==> src/rtl/mult_share_arb.sv <==
// Round-robin arbiter feeding a two-stage pipeline around one shared 8x8 multiplier.
// Optional build macro MULT_SHARE_ARB_PRIO0_EN: requester 0 gets fixed priority over the rest.

module Multiplier_8x8 (
    input  logic [7:0]  In_1,
    input  logic [7:0]  In_2,
    input  logic        Sign,
    output logic [15:0] Out
);
    logic [15:0] ext_1;
    logic [15:0] ext_2;

    assign ext_1 = {{8{Sign & In_1[7]}}, In_1};
    assign ext_2 = {{8{Sign & In_2[7]}}, In_2};
    // Low 16 bits of the product of the extended operands is the exact result in both modes.
    assign Out = ext_1 * ext_2;
endmodule

module mult_share_arb #(
    parameter int N_REQ = 4,
    parameter int ID_W  = $clog2(N_REQ)
) (
    input  logic                 Clk,
    input  logic                 Rst_n,
    input  logic [N_REQ-1:0]     Req_Valid,
    output logic [N_REQ-1:0]     Req_Ready,
    input  logic [8*N_REQ-1:0]   Req_A,
    input  logic [8*N_REQ-1:0]   Req_B,
    input  logic [N_REQ-1:0]     Req_Sign,
    output logic                 Rsp_Valid,
    input  logic                 Rsp_Ready,
    output logic [ID_W-1:0]      Rsp_Id,
    output logic [15:0]          Rsp_Result
);
    // Handshake: a transfer happens on a rising edge where valid and ready are both high;
    // a raised valid holds with stable payload until that edge, and ready may depend on valid.

    logic [ID_W-1:0] last;
    logic            s1_v;
    logic [7:0]      s1_a;
    logic [7:0]      s1_b;
    logic            s1_sign;
    logic [ID_W-1:0] s1_id;
    logic            s2_v;
    logic [15:0]     s2_result;
    logic [ID_W-1:0] s2_id;

    logic            s2_adv;
    logic            s1_adv;
    logic            acc_en;
    logic            grant_any;
    logic [ID_W-1:0] grant_idx;
    logic [N_REQ-1:0] grant;
    logic            acc_fire;
    logic            last_upd;
    logic [15:0]     mult_out;

    // Returns {found, index}: first valid index after ptr, wrapping, optionally ignoring index 0.
    function automatic logic [ID_W:0] rr_pick(input logic [N_REQ-1:0] valid,
                                              input logic [ID_W-1:0]  ptr,
                                              input logic             skip0);
        int cand;
        rr_pick = '0;
        for (int off = 1; off <= N_REQ; off++) begin
            cand = (int'(ptr) + off) % N_REQ;
            if (!rr_pick[ID_W] && valid[cand] && !(skip0 && cand == 0))
                rr_pick = {1'b1, ID_W'(cand)};
        end
    endfunction

    assign s2_adv = !s2_v | Rsp_Ready;
    assign s1_adv = !s1_v | s2_adv;
    assign acc_en = s1_adv;

    always_comb begin
        logic [ID_W:0] pick;
        grant_any = 1'b0;
        grant_idx = '0;
        last_upd  = 1'b0;
`ifdef MULT_SHARE_ARB_PRIO0_EN
        pick = rr_pick(Req_Valid, last, 1'b1);
        if (Req_Valid[0]) begin
            grant_any = 1'b1;
            grant_idx = '0;
        end else begin
            grant_any = pick[ID_W];
            grant_idx = pick[ID_W-1:0];
            last_upd  = pick[ID_W];
        end
`else
        pick = rr_pick(Req_Valid, last, 1'b0);
        grant_any = pick[ID_W];
        grant_idx = pick[ID_W-1:0];
        last_upd  = pick[ID_W];
`endif
    end

    always_comb begin
        grant = '0;
        if (grant_any)
            grant[grant_idx] = 1'b1;
    end

    assign Req_Ready = grant & {N_REQ{acc_en & Rst_n}};
    assign acc_fire  = grant_any & acc_en;

    Multiplier_8x8 u_mult (
        .In_1 (s1_a),
        .In_2 (s1_b),
        .Sign (s1_sign),
        .Out  (mult_out)
    );

    always_ff @(posedge Clk or negedge Rst_n) begin
        if (!Rst_n) begin
            last      <= ID_W'(N_REQ - 1);
            s1_v      <= 1'b0;
            s1_a      <= '0;
            s1_b      <= '0;
            s1_sign   <= 1'b0;
            s1_id     <= '0;
            s2_v      <= 1'b0;
            s2_result <= '0;
            s2_id     <= '0;
        end else begin
            if (s1_adv) begin
                s1_v <= acc_fire;
                if (acc_fire) begin
                    s1_a    <= Req_A[8*int'(grant_idx) +: 8];
                    s1_b    <= Req_B[8*int'(grant_idx) +: 8];
                    s1_sign <= Req_Sign[grant_idx];
                    s1_id   <= grant_idx;
                end
            end
            if (acc_fire && last_upd)
                last <= grant_idx;
            if (s2_adv) begin
                s2_v <= s1_v;
                if (s1_v) begin
                    s2_result <= mult_out;
                    s2_id     <= s1_id;
                end
            end
        end
    end

    assign Rsp_Valid  = s2_v;
    assign Rsp_Id     = s2_id;
    assign Rsp_Result = s2_result;
endmodule

==> config.mk <==
export PLATFORM = sky130hd
export DESIGN_NAME = mult_share_arb
export DESIGN_NICKNAME = d
export VERILOG_FILES = /design/src/rtl/mult_share_arb.sv
export SDC_FILE = /design/constraint.sdc
export NUM_CORES = 1
export LEC_CHECK = 0
export CORE_MARGIN = 2
export CORE_UTILIZATION = 47
export CTS_CLUSTER_DIAMETER = 40
export DETAILED_ROUTE_END_ITERATION = 7
export GPL_TIMING_DRIVEN = 1
export PLACE_DENSITY_LB_ADDON = 0.05
export SKIP_LAST_GASP = 1
export SLEW_MARGIN = 10
export SYNTH_ARGS = -nofsm -noshare
export SYNTH_HDL_FRONTEND = slang
export SYNTH_SLANG_ARGS = --single-unit
==> constraint.sdc <==
create_clock -name Clk -period 5.2 [get_ports Clk]
set_input_delay 1.04 -clock Clk [delete_from_list [all_inputs] [get_ports Clk]]
set_output_delay 1.04 -clock Clk [all_outputs]
set_load 0.01 [all_outputs]
==> flow_summary.yaml <==
outcome:
  status: "complete, no violations"
floorplan:
  rows: 37
  die_x_microns: 106
  initial_core_util: 0.480
  die-area_sq_mm: 0.0113
  core-area_sq_mm: 0.0103
  num_io_pins: 98
  die_h_microns: 106
worst_hold_path:
  hold_path_class: "flop to flop"
cells_and_area:
  fin_area_sq_mm: 0.00617
  syn_to_final_growth_pct: 25.1
  fill_cells: 926
  diodes: 0
  layoutNonFillerInstCount: 741
  nets: 775
  drive_above_1_share: 0.102
power:
  p_switching_w: 0.00190
  ir_drop_uv: 397
  seqPwrFrac: 0.133
  p_clk_frac: 0.055
  cellLeakagePower_nw: 2.99
  switching_share: 0.472
  p_comb_frac: 0.812
  power.internal_w: 0.00213
  total_power_w: 0.00403
  cellPowerDensity_mw_per_mm2: 653
synthesis:
  ys_ff_latch: 41
  synth-main-ff-cell: "dfrtp_1"
  yosysMostFrequentCell: "inv_1"
  synthCells: 507
  yosysTopAreaCell: "fa_1"
  yosysSeqAreaShare: 0.208
  synth.distinct_cells: 42
  syn_avg_cell_area_sq_um: 9.73
  yosys-top-cells-area: "fa_1 26%, dfrtp_1 20%, ha_1 8.4%, mux2i_1 7.3%, inv_1 5.6%"
  async_flop_share: 1.00
  synth_edf_count: 0
  synth_top_cell_area_share: 0.256
  syn-num-nets: 678
  synth_warnings: 0
  synth_common_cells: "74 x inv_1, 63 x fa_1, 57 x nand2_1"
  syn_area_sq_mm: 0.00493
clocking:
  cts_buffers: 5
  insertion_delay_ns: 0.31
  cts_sinks: 41
  post_cts_buffers: 0
  clockBufferDepth: 2
  cts_tree: "done"
  cts_root_buf: "clkbuf_8"
  ctsHtreeMaxLevel: 2
  clkTransAtPathRegs_ns: 0.08
drt:
  wl_mm: 10.3
  drt-pass1-iter-count: 4
  antenna_left: 0
  vias: 3682
  wl_per_cell_microns: 14.0
  drt-initial-drc-count: 88
  drc: 0
  vias_per_cell: 4.97
worst_setup_path:
  cp-startpoint: "s1_b[0]"
  cp_slowest_stage_delay_ns: 0.65
  worst-path-buf-inv: 3
  path_common_cell: "fa_1"
  crit_end: "Rsp_Result[14]"
  crit_type: "flop to flop"
  crit_cells: 16
  critical-path-top-delay-family: "adder cells"
  r2r-start: "s1_b[0]"
  end_kind: "flop"
  worst-path-max-fanout: 10
  critPathLaunchType: "flop"
  path_cells: "nand3_1 -> inv_1 -> fa_1 -> inv_1 -> fa_1 -> inv_1 -> fa_1 -> fa_1 -> ha_1 -> ha_1 -> o21a_1 -> o21a_1 -> o21ai_0 -> nor3_1 -> mux2i_1 -> nand2_1"
  crit_required_ns: 5.39
  r2r_cells: 16
  slowest_stage: "fa_1"
  reg2reg_to: "Rsp_Result[14]"
  r2r_setup_slack_ns: 0.33
  arrival_ns: 5.06
global_route:
  grt_pass1_wl_mm: 18.2
  overflow: 0
  grt_pass1_vias: 3891
  antenna_found_initial: 0
  track_usage: 0.200
  grt_max_degree: 42
place:
  dp_hpwl_mm: 8.88
  placedCellCount: 733
  place.gp.congestion: 0.862
  place_area_sq_mm: 0.00608
  portBuffers: 97
  pre_cts_ws_ns: 0.174
sta:
  drv_slew: 0
  final-setup-viol-count: 0
  fmax_mhz: 205
  final.min_clock_period_ns: 4.87
  clock_skew_ns: 0.0148
  postLayoutSetupSlackWorst_ns: 0.329
  rsz0062_at_grt: "no"
  tns_ns: 0
  worst_pin_slew_ns: 0.535
  min_period_over_period: 0.937
  hold_viol: 0
  slew_headroom: 0.643
flow_run:
  cap_violations: 0
-- logic make-up (layout without fill, tap and decap cells) --
kind of cell | Yosys count | count (layout) | synth area share
simple gates | 135 | 135 | 0.136
buf+inv | 99 | 197 | 0.0847
fa+ha+maj | 96 | 96 | 0.339
compound gates | 62 | 62 | 0.0791
mux | 60 | 60 | 0.128
flops | 41 | 41 | 0.208
xor+xnor | 14 | 14 | 0.0248
-- how the worst min path moves through the flow --
stage,end,cells past startpoint,from,slack [ns]
global route,Rsp_Result[9],1,Rsp_Result[9],0.50
floorplan,s1_id[1],1,s1_id[1],0.45
CTS,Rsp_Result[9],1,Rsp_Result[9],0.48
detailed placement,s1_id[0],1,s1_id[0],0.46
global placement,Rsp_Result[0],2,Rsp_Result[0],0.46
finish,Rsp_Result[9],1,Rsp_Result[9],0.48
-- sequential cells by signal, indices dropped and copies added (netlist names) --
| name | cells |
|---|---|
| last | 2 |
| s1_id | 2 |
| Rsp_Id | 2 |
| s1_sign | 1 |
| s1_a | 8 |
| s1_v | 1 |
| Rsp_Valid | 1 |
| Rsp_Result | 16 |
| s1_b | 8 |
-- metal layers --
layer | share of wire | global-route usage | vias up | routed length, microns
met5 | 0 | 0 | - | 0
met4 | 0.013 | 0.0455 | 0 | 135
met3 | 0.033 | 0.0227 | 11 | 341
met2 | 0.49 | 0.348 | 82 | 5070
met1 | 0.46 | 0.268 | 1771 | 4790
li1 | - | - | 1818 | -
-- through the flow --
step / hold slack (ns) / utilization
after detailed placement: 0.464 / 0.591
final: 0.482 / 0.601
after global routing: 0.504 / 0.601
after CTS: 0.485 / 0.601
after global placement: 0.461 / 0.591
after floorplan: 0.445 / -
-- power by group through the flow --
stage | Sequential [W] | Clock (W) | Combinational [W]
global placement | 0.000535 | 0 | 0.00325
global route | 0.000553 | 0.000246 | 0.00380
floorplan | 0.000534 | 0 | 0.00252
detailed placement | 0.000543 | 0 | 0.00329
CTS | 0.000536 | 0.000230 | 0.00334
finish | 0.000535 | 0.000223 | 0.00327
-- cell type report --
class | count | area, sq um | area share
well taps | 136 | 170 | 0.0276
flip-flops and latches | 41 | 1030 | 0.167
inverters | 74 | 278 | 0.0450
clock buffers | 5 | 68.8 | 0.0111
repair buffers | 115 | 1100 | 0.178
clock inverters | 3 | 25.0 | 0.00405
multi-input cells | 367 | 3500 | 0.567
-- placed cells by master (no fill, tap or decap), types with 2 or more instances in the layout --
cell type | Yosys | layout
nand3_1 | 5 | 5
a21o_1 | 10 | 10
mux2i_1 | 36 | 36
clkbuf_8 | 0 | 5
dfrtp_1 | 39 | 39
o21ai_0 | 23 | 22
xnor2_1 | 13 | 13
nor3b_1 | 3 | 3
and3_1 | 3 | 3
inv_6 | 0 | 2
buf_4 | 1 | 18
mux2_2 | 24 | 24
nand3b_1 | 2 | 2
fa_1 | 63 | 63
o21a_1 | 4 | 4
dfstp_2 | 2 | 2
nand2_1 | 57 | 57
nand2b_1 | 3 | 3
nor2_1 | 11 | 11
inv_1 | 74 | 74
a211oi_1 | 3 | 2
or2_2 | 3 | 3
clkdlybuf4s50_1 | 0 | 96
o21ai_1 | 7 | 8
o21ai_2 | 3 | 3
nor3_1 | 3 | 3
a21oi_1 | 3 | 3
and2_1 | 39 | 39
ha_1 | 33 | 33
nor2b_1 | 5 | 5
-- what timing repair did --
action | CTS | global route
setup endpoints to repair | 0 | 2
hold buffers | 0 | 0
resized for setup | 0 | 2
Power figures use the tool's default switching activity.
